$ cat config.mk
export PLATFORM = sky130hd
export DESIGN_NAME = hazard_stall_ctrl
export DESIGN_NICKNAME = d
export VERILOG_FILES = /design/src/rtl/pipe_pkg.sv /design/src/rtl/md_busy_counter.sv /design/src/rtl/hazard_stall_ctrl.sv
export SDC_FILE = /design/constraint.sdc
export NUM_CORES = 1
export LEC_CHECK = 0
export CORE_ASPECT_RATIO = 0.6
export CORE_UTILIZATION = 50
export CTS_BUF_LIST = sky130_fd_sc_hd__clkbuf_8
export DETAILED_ROUTE_END_ITERATION = 6
export MAX_ROUTING_LAYER = met4
export PLACE_DENSITY = 0.82
export SLEW_MARGIN = 40
export SYNTH_ARGS = -nofsm -noshare
export SYNTH_HDL_FRONTEND = slang
export SYNTH_SLANG_ARGS = --single-unit
$ cat constraint.sdc
create_clock -name clk -period 5.3 [get_ports clk]
set_clock_uncertainty 0.2 [all_clocks]
set_input_delay 1.59 -clock clk [delete_from_list [all_inputs] [get_ports clk]]
set_output_delay 1.59 -clock clk [all_outputs]
set_load 0.01 [all_outputs]
$ cat src/rtl/pipe_pkg.sv
// Shared pipeline definitions: register index type, mult/div opcode encodings
// and the default mult/div latencies used by the hazard logic.
package pipe_pkg;

    typedef logic [4:0] reg_idx_t;

    typedef enum logic [1:0] {
        MD_NONE = 2'b00,
        MD_MUL  = 2'b01,
        MD_DIV  = 2'b10,
        MD_RSVD = 2'b11
    } md_op_e;

    localparam int MUL_LAT_DEFAULT = 4;
    localparam int DIV_LAT_DEFAULT = 32;
    localparam int MD_CNT_W        = 6;

    typedef struct packed {
        logic loadUse;
        logic brEx;
        logic brMem;
        logic md;
    } hazard_t;

    // A producer only matters if it really writes a nonzero register the consumer reads.
    function automatic logic reg_match(input reg_idx_t dst, input logic regWrite,
                                       input reg_idx_t src, input logic uses);
        return (dst != '0) && regWrite && uses && (dst == src);
    endfunction

    function automatic logic md_valid(input logic [1:0] op);
        return (op == MD_MUL) || (op == MD_DIV);
    endfunction

endpackage

$ cat src/rtl/md_busy_counter.sv
// Down-counter tracking the remaining busy cycles of the multi-cycle mult/div unit.
module md_busy_counter
    import pipe_pkg::*;
(
    input  logic                clk,
    input  logic                rst,
    input  logic                issue,
    input  logic [MD_CNT_W-1:0] loadVal,
    output logic                mdBusy
);

    logic [MD_CNT_W-1:0] mdCnt;

    always_ff @(posedge clk) begin
        if (rst)
            mdCnt <= '0;
        else if (issue)
            mdCnt <= loadVal;
        else if (mdCnt != '0)
            mdCnt <= mdCnt - 1'b1;
    end

    // Reset aborts a busy window in the same cycle, not only after the edge.
    assign mdBusy = (mdCnt != '0) && !rst;

endmodule

$ cat src/rtl/hazard_stall_ctrl.sv
// Stall/flush controller for the 5-stage pipeline: load-use, branch-in-ID and
// mult/div hazards, plus saturating stall/flush performance counters.
module hazard_stall_ctrl
    import pipe_pkg::*;
#(
    parameter int MUL_LAT = MUL_LAT_DEFAULT,
    parameter int DIV_LAT = DIV_LAT_DEFAULT,
    parameter int CNT_W   = 32
) (
    input  logic             clk,
    input  logic             rst,
    input  logic [4:0]       IDrs,
    input  logic [4:0]       IDrt,
    input  logic             IDusesRs,
    input  logic             IDusesRt,
    input  logic             IDisBranch,
    input  logic             IDbranchTaken,
    input  logic [1:0]       IDmdOp,
    input  logic             IDreadsHiLo,
    input  logic [4:0]       EXoutrd,
    input  logic [4:0]       MEMoutrd,
    input  logic             EXoutRegWrite,
    input  logic             MemoutRegWrite,
    input  logic             EXMemRead,
    input  logic             MEMMemRead,
    output logic             PCWrite,
    output logic             IFIDWrite,
    output logic             IDEXBubble,
    output logic             IFIDFlush,
    output logic             mdBusy,
    output logic [CNT_W-1:0] stallCycles,
    output logic [CNT_W-1:0] flushCount
);

    localparam logic [MD_CNT_W-1:0] MUL_LOAD = MD_CNT_W'(MUL_LAT);
    localparam logic [MD_CNT_W-1:0] DIV_LOAD = MD_CNT_W'(DIV_LAT);

    hazard_t             haz;
    logic                exMatch;
    logic                memMatch;
    logic                stallRaw;
    logic                stall;
    logic                flush;
    logic                mdIssue;
    logic [MD_CNT_W-1:0] mdLoad;

    always_comb begin
        exMatch  = reg_match(EXoutrd, EXoutRegWrite, IDrs, IDusesRs)
                 | reg_match(EXoutrd, EXoutRegWrite, IDrt, IDusesRt);
        // Only a load still in MEM is too late for the ID-stage comparator.
        memMatch = reg_match(MEMoutrd, MemoutRegWrite & MEMMemRead, IDrs, IDusesRs)
                 | reg_match(MEMoutrd, MemoutRegWrite & MEMMemRead, IDrt, IDusesRt);

        haz.loadUse = EXMemRead & exMatch;
        haz.brEx    = IDisBranch & exMatch;
        haz.brMem   = IDisBranch & memMatch;
        haz.md      = mdBusy & (IDreadsHiLo | md_valid(IDmdOp));

        stallRaw = haz.loadUse | haz.brEx | haz.brMem | haz.md;
        stall    = stallRaw & !rst;
        flush    = IDbranchTaken & !stallRaw & !rst;
    end

    always_comb begin
        PCWrite    = !stall;
        IFIDWrite  = !stall;
        IDEXBubble = stall;
        IFIDFlush  = flush;
    end

    // A stalled mult/div must not start the unit; it issues once released.
    assign mdIssue = md_valid(IDmdOp) & !stallRaw & !rst;
    assign mdLoad  = (IDmdOp == MD_DIV) ? DIV_LOAD : MUL_LOAD;

    md_busy_counter u_md_busy_counter (
        .clk     (clk),
        .rst     (rst),
        .issue   (mdIssue),
        .loadVal (mdLoad),
        .mdBusy  (mdBusy)
    );

    always_ff @(posedge clk) begin
        if (rst) begin
            stallCycles <= '0;
            flushCount  <= '0;
        end else begin
            if (stall && (stallCycles != '1))
                stallCycles <= stallCycles + 1'b1;
            if (flush && (flushCount != '1))
                flushCount <= flushCount + 1'b1;
        end
    end

endmodule

==> results of run 1 <==
==> logic make-up after synthesis <==
group                    synth area share [%]
adder cells (fa/ha/maj)                  1.67
AO/OA/AOI/OAI                            7.55
flip-flops                               37.4
multiplexers                            0.301
buffers and inverters                    4.04
XOR/XNOR                                 16.1
AND/OR/NAND/NOR                          32.9
==> worst max-delay path: cells and delay by family <==
kind	cells	cell delay, ns
buf+inv	4	0.98
compound gates	2	0.34
simple gates	2	0.39
xor+xnor	1	0.16
==> report_power, final <==
part,switching [mW],internal [mW],leakage (nW)
logic,0.167,0.146,1.11
registers,0.0257,0.550,0.565
clock network,0.187,0.187,0.0990
==> cell usage after synthesis (all sizes together) (2+ instances only) <==
cell type | count | share of area [%]
dfxtp | 70 | 37
nor2 | 58 | 5.8
xnor2 | 53 | 12
nand3 | 34 | 4.8
nand4 | 28 | 4.7
nand2 | 27 | 2.7
a21oi | 17 | 2.3
nor4 | 17 | 3.0
o21ai | 16 | 2.1
xor2 | 16 | 3.7
inv | 15 | 1.5
nor3 | 15 | 2.1
clkbuf | 14 | 1.4
and3 | 12 | 2.0
or3 | 12 | 2.0
and2 | 7 | 1.2
buf | 7 | 1.1
nor2b | 6 | 1.0
and4 | 5 | 1.2
ha | 5 | 1.7
nor4b | 4 | 0.94
nand2b | 3 | 0.70
or4 | 3 | 0.60
o22ai | 2 | 0.33
o32ai | 2 | 0.47
==> layer usage <==
metal | vias to the layer above | wire length [um]
met2 | 114 | 4300
met1 | 1709 | 4900
met3 | 18 | 600
li1 | 1806 | -
met5 | - | 0
met4 | 0 | 154
==> metrics by stage <==
step / setup slack (ns) / area (um^2) / util, % / TNS, ns / hold WS, ns
5_1_grt: -0.00903 / 5060 / 69.7 / -0.00903 / 0.334
4_1_cts: 0.0260 / 5010 / 68.9 / 0 / 0.315
2_1_floorplan: 0.426 / 3750 / - / 0 / 0.291
6_report: 0.0443 / 5060 / 69.7 / 0 / 0.313
3_3_place_gp: -0.218 / 4820 / 66.3 / -0.632 / 0.291
3_5_place_dp: -0.289 / 4820 / 66.3 / -0.828 / 0.303
==> repair_timing <==
action	CTS	global route
endpoints found under the setup margin	4	3
setup buffers	2	2
pin swaps	3	7
gates resized for setup	9	13
==> flip-flops by register name, summed over array words and instances, names as in the netlist <==
signal                   flops
stallCycles                 32
flushCount                  32
u_md_busy_counter.mdCnt      6
==> final cells by class <==
cell class	instances	share of cell area (%)
clock buffer	11	2.99
clock inverter	4	0.321
inverter	15	1.11
multi-input combinational	353	43.8
sequential	70	27.7
tap	104	2.57
timing repair buffer	109	21.5
==> final timing paths <==
path                                                         startpoint  depth (start not counted)  slack, ns                          end
worst max-delay path                                        MEMoutrd[3]                          9       0.04                   IDEXBubble
worst min-delay path                        flushCount[21]$_SDFFE_PP0P_                          2       0.31  flushCount[21]$_SDFFE_PP0P_
worst max register to register  u_md_busy_counter.mdCnt[0]$_SDFFE_PP0P_                         14       1.95  flushCount[26]$_SDFFE_PP0P_
worst min register to register              flushCount[21]$_SDFFE_PP0P_                          2       0.31  flushCount[21]$_SDFFE_PP0P_
==> flow_summary.json, run 1 <==
{
  "num_antenna_cells": 0,
  "finalSetupViolations": 0,
  "seqCellArea_um2": 1400,
  "multi_input_area_um2": 2220,
  "crit_type": "input port to output port",
  "drt_iter0_drc": 230,
  "place_congestion": 0.999,
  "power_density_nw_per_um2": 250,
  "grt_use_met2_pct": 38.0,
  "cp.arrival_ns": 3.47,
  "yosysWarningCount": 0,
  "post-route-min-period_ns": 5.26,
  "coreArea_um2": 7270,
  "min_period_over_period_pct": 99.2,
  "numCtsBuffers": 9,
  "worst_pin_slew_ns": 0.564,
  "cpPeakStageDelay_ns": 0.54,
  "antenna_left": 0,
  "synthCells": 459,
  "via_per_inst": 5.48,
  "cap_violations": 0,
  "synth_nets": 497,
  "async_flop_share_pct": 0,
  "clkLatencyLatePin_ns": 0.35,
  "critical_path_required_ns": 3.51,
  "dr.pass1.iters": 4,
  "overflow": 0,
  "chipHeight_um": 69.0,
  "dp_hpwl_mm": 7.12,
  "cts_hold_buf": 0,
  "end_kind": "output port",
  "grt_use_met1_pct": 37.8,
  "layout_common_cells": "clkdlybuf4s50_1 (83), dfxtp_1 (70), nor2_1 (58), xnor2_1 (52), nand3_1 (32)",
  "path_max_fanout": 3,
  "dp.cells": 647,
  "start_util_pct": 51.5,
  "slew_viol_final": 0,
  "num_vias": 3647,
  "antenna_found_initial": 0,
  "drc_errors": 0,
  "cts.sinks": 70,
  "instances_no_fill": 666,
  "grt_pass1_vias": 3320,
  "outcome": "finished, final reports clean",
  "ys_ff_latch": 70,
  "cts_max_level": 3,
  "cts.reportedPaths.clkPinSlew_ns": 0.06,
  "grt.busiest_layer": "met2",
  "synth-main-ff-cell": "dfxtp_1",
  "final_common_cell": "clkdlybuf4s50_1",
  "path_cells": "clkdlybuf4s50_1, xnor2_1, nand4_1, o22ai_2, a221oi_4, buf_6, or2_4, inv_1, dlygate4sd2_1",
  "die-area_um2": 7850,
  "dieWidth_um": 114,
  "cts_tree": "done",
  "syn_area_um2": 3750,
  "rows": 24,
  "p_leak_nw": 1.78,
  "drive_above_1_share_pct": 6.05,
  "cts_max_path_buffers": 2,
  "grt_pass1_wl_mm": 16.4,
  "cts-root-buf": "clkbuf_8",
  "synth_edf_count": 0,
  "area_delta_synth_final_pct": 35.1,
  "slowest_stage": "clkdlybuf4s50_1",
  "fmax_mhz": 190,
  "avgSynthCellArea_um2": 8.16,
  "n_fill_cell": 595,
  "synth_cell_types": 43,
  "grt_max_degree": 51,
  "io_pins": 102,
  "start_kind": "input port",
  "wl_per_cell_um": 15.0,
  "total_power_mw": 1.26,
  "slew_headroom_pct": 62.3,
  "gr-usage-met3_pct": 8.88,
  "hp-class": "flip-flop to flip-flop",
  "timing_hold_violations_final": 0,
  "ys_seq_area_share_pct": 37.4,
  "fin_nets": 596,
  "routed_wl_mm": 9.96,
  "grt_usage_pct": 27.2,
  "port_buffers": 101,
  "ir_worst_vdd_uv": 161
}
(Power assumes the default switching activity.)
==> run 2: changes to the inputs <==
Settings changed: CORE_MARGIN set to 4.
==> flow_summary.json, run 2 (same netlist as run 1, synthesis figures left out) <==
{
  "instances_no_fill": 670,
  "cts_max_path_buffers": 2,
  "dr.pass1.iters": 7,
  "die-area_um2": 8990,
  "cts_tree": "done",
  "start_util_pct": 51.5,
  "cts_hold_buf": 0,
  "cts.sinks": 70,
  "path_max_fanout": 3,
  "cts_max_level": 3,
  "cp-startpoint": "IDrs[2]",
  "place_congestion": 0.972,
  "critical_path_required_ns": 3.51,
  "path_cells": "clkdlybuf4s50_1, xnor2_1, nand4_1, o22ai_2, a221oi_4, buf_4, or2_4, dlygate4sd2_1",
  "min_period_over_period_pct": 99.4,
  "cpPeakStageDelay_ns": 0.54,
  "fin_tns_setup_ns": 0,
  "antenna_left": 0,
  "clkPwrFrac_pct": 33.2,
  "timing_hold_violations_final": 0,
  "drc_errors": 0,
  "worstHoldStart": "flushCount[1]$_SDFFE_PP0P_",
  "routed_wl_mm": 10.5,
  "io_pins": 102,
  "start_kind": "input port",
  "dp_hpwl_mm": 7.43,
  "grt_pass1_wl_mm": 16.6,
  "post-route-min-period_ns": 5.27,
  "overflow": 0,
  "layout_common_cells": "clkdlybuf4s50_1 (83), dfxtp_1 (70), nor2_1 (58), xnor2_1 (51), nand3_1 (32)",
  "crit_family": "buffers and inverters",
  "slew_viol_final": 0,
  "fin_nets": 599,
  "reg2reg_setup_slack_ns": 2.04,
  "num_vias": 3726,
  "worst_pin_slew_ns": 0.574,
  "reg_top3": "flushCount (32), stallCycles (32), u_md_busy_counter.mdCnt (6)",
  "area_delta_synth_final_pct": 36.6,
  "rsz0062_at_grt": "yes",
  "cts.reportedPaths.clkPinSlew_ns": 0.07,
  "swShare_pct": 29.8,
  "numCtsBuffers": 9,
  "drive_above_1_share_pct": 7.42,
  "crit_type": "input port to output port",
  "dieWidth_um": 120,
  "clkLatencyLatePin_ns": 0.34,
  "combPwrFrac_pct": 23.3,
  "hp-class": "flip-flop to flip-flop",
  "slew_headroom_pct": 61.5,
  "power.internal_uw": 928,
  "outcome": "finished, final reports clean",
  "dp.cells": 650,
  "finalSetupViolations": 0,
  "port_buffers": 101,
  "final_common_cell": "clkdlybuf4s50_1",
  "coreArea_um2": 7270,
  "r2r_start": "u_md_busy_counter.mdCnt[2]$_SDFFE_PP0P_",
  "fmax_mhz": 190,
  "antenna_found_initial": 0,
  "drt_iter0_drc": 250,
  "grt_pass1_vias": 3382,
  "power_density_nw_per_um2": 258,
  "path_buf_inv": 3,
  "grt_usage_pct": 23.8,
  "cts-root-buf": "clkbuf_8",
  "via_per_inst": 5.56,
  "p_leak_nw": 1.79,
  "slowest_stage": "clkdlybuf4s50_1",
  "cap_violations": 0,
  "p_switching_uw": 395,
  "chipHeight_um": 75.0,
  "end_kind": "output port",
  "seq_power_share_pct": 43.5,
  "finish.utilization_pct": 70.4,
  "grt_max_degree": 52,
  "wl_per_cell_um": 15.7,
  "total_power_mw": 1.32,
  "whs_ns": 0.303,
  "ir_worst_vdd_uv": 220,
  "cp.arrival_ns": 3.48,
  "num_antenna_cells": 0,
  "rows": 24
}
[run 2: cell types whose count changed in the layout (fill, tap and decap cells not counted), moves of 2 or more]
cell | previous run | this run
clkinv_2 | 1 | 3
inv_1 | 17 | 15
clkdlybuf4s15_1 | 0 | 2
buf_4 | 7 | 11
dlymetal6s2s_1 | 11 | 9
[run 2: worst paths after layout]
check / end / depth (start not counted)
worst max-delay path: PCWrite / 8
worst min-delay path: flushCount[1]$_SDFFE_PP0P_ / 2
worst max register to register: flushCount[26]$_SDFFE_PP0P_ / 11
worst min register to register: flushCount[1]$_SDFFE_PP0P_ / 2
[run 2: stage by stage]
stage,setup slack [ns],cell area (um^2)
floorplan,0.426,3750
global placement,-0.298,4840
detailed placement,-0.285,4840
CTS,0.00257,5060
global route,-0.0242,5120
finish,0.0341,5120
[run 2: per-layer routing]
layer,part of all wire (%),GRT usage [%]
met5,0,-
met1,50,33.7
met2,44,33.5
met4,1.1,7.49
met3,4.8,5.71
[run 2: final cells by class]
class,count,area [um^2]
clock buffers,11,151
fillers,609,2150
repair buffers,112,1100
well taps,104,130
inverters,15,56.3
multi-input cells,353,2230
clock inverters,5,48.8
flip-flops and latches,70,1400
[run 2: what timing repair did]
action	4_1_cts	5_1_grt
pin swaps	5	5
setup buffers	1	3
resized for setup	13	12
setup endpoints to repair	4	3
hold endpoints to repair	0	0
[run 2: worst reg2reg max path: stages (launching register included)]
cell	delay, ns
dfxtp_1	0.37
nor3_2	0.26
nand3_2	0.19
nand2b_4	0.15
inv_2	0.05
o21a_1	0.13
a221oi_4	0.21
buf_4	0.19
buf_4	0.44
nand3_2	0.38
or4_1	0.57
nand2_1	0.08
[run 2: power groups by stage]
| stage | logic [mW] | registers [mW] | clock network [mW] |
|---|---|---|---|
| after floorplan | 0.203 | 0.584 | 0 |
| after detailed placement | 0.295 | 0.587 | 0 |
| final | 0.309 | 0.576 | 0.439 |
| after global placement | 0.289 | 0.586 | 0 |
| after CTS | 0.301 | 0.575 | 0.448 |
| after global routing | 0.333 | 0.578 | 0.469 |
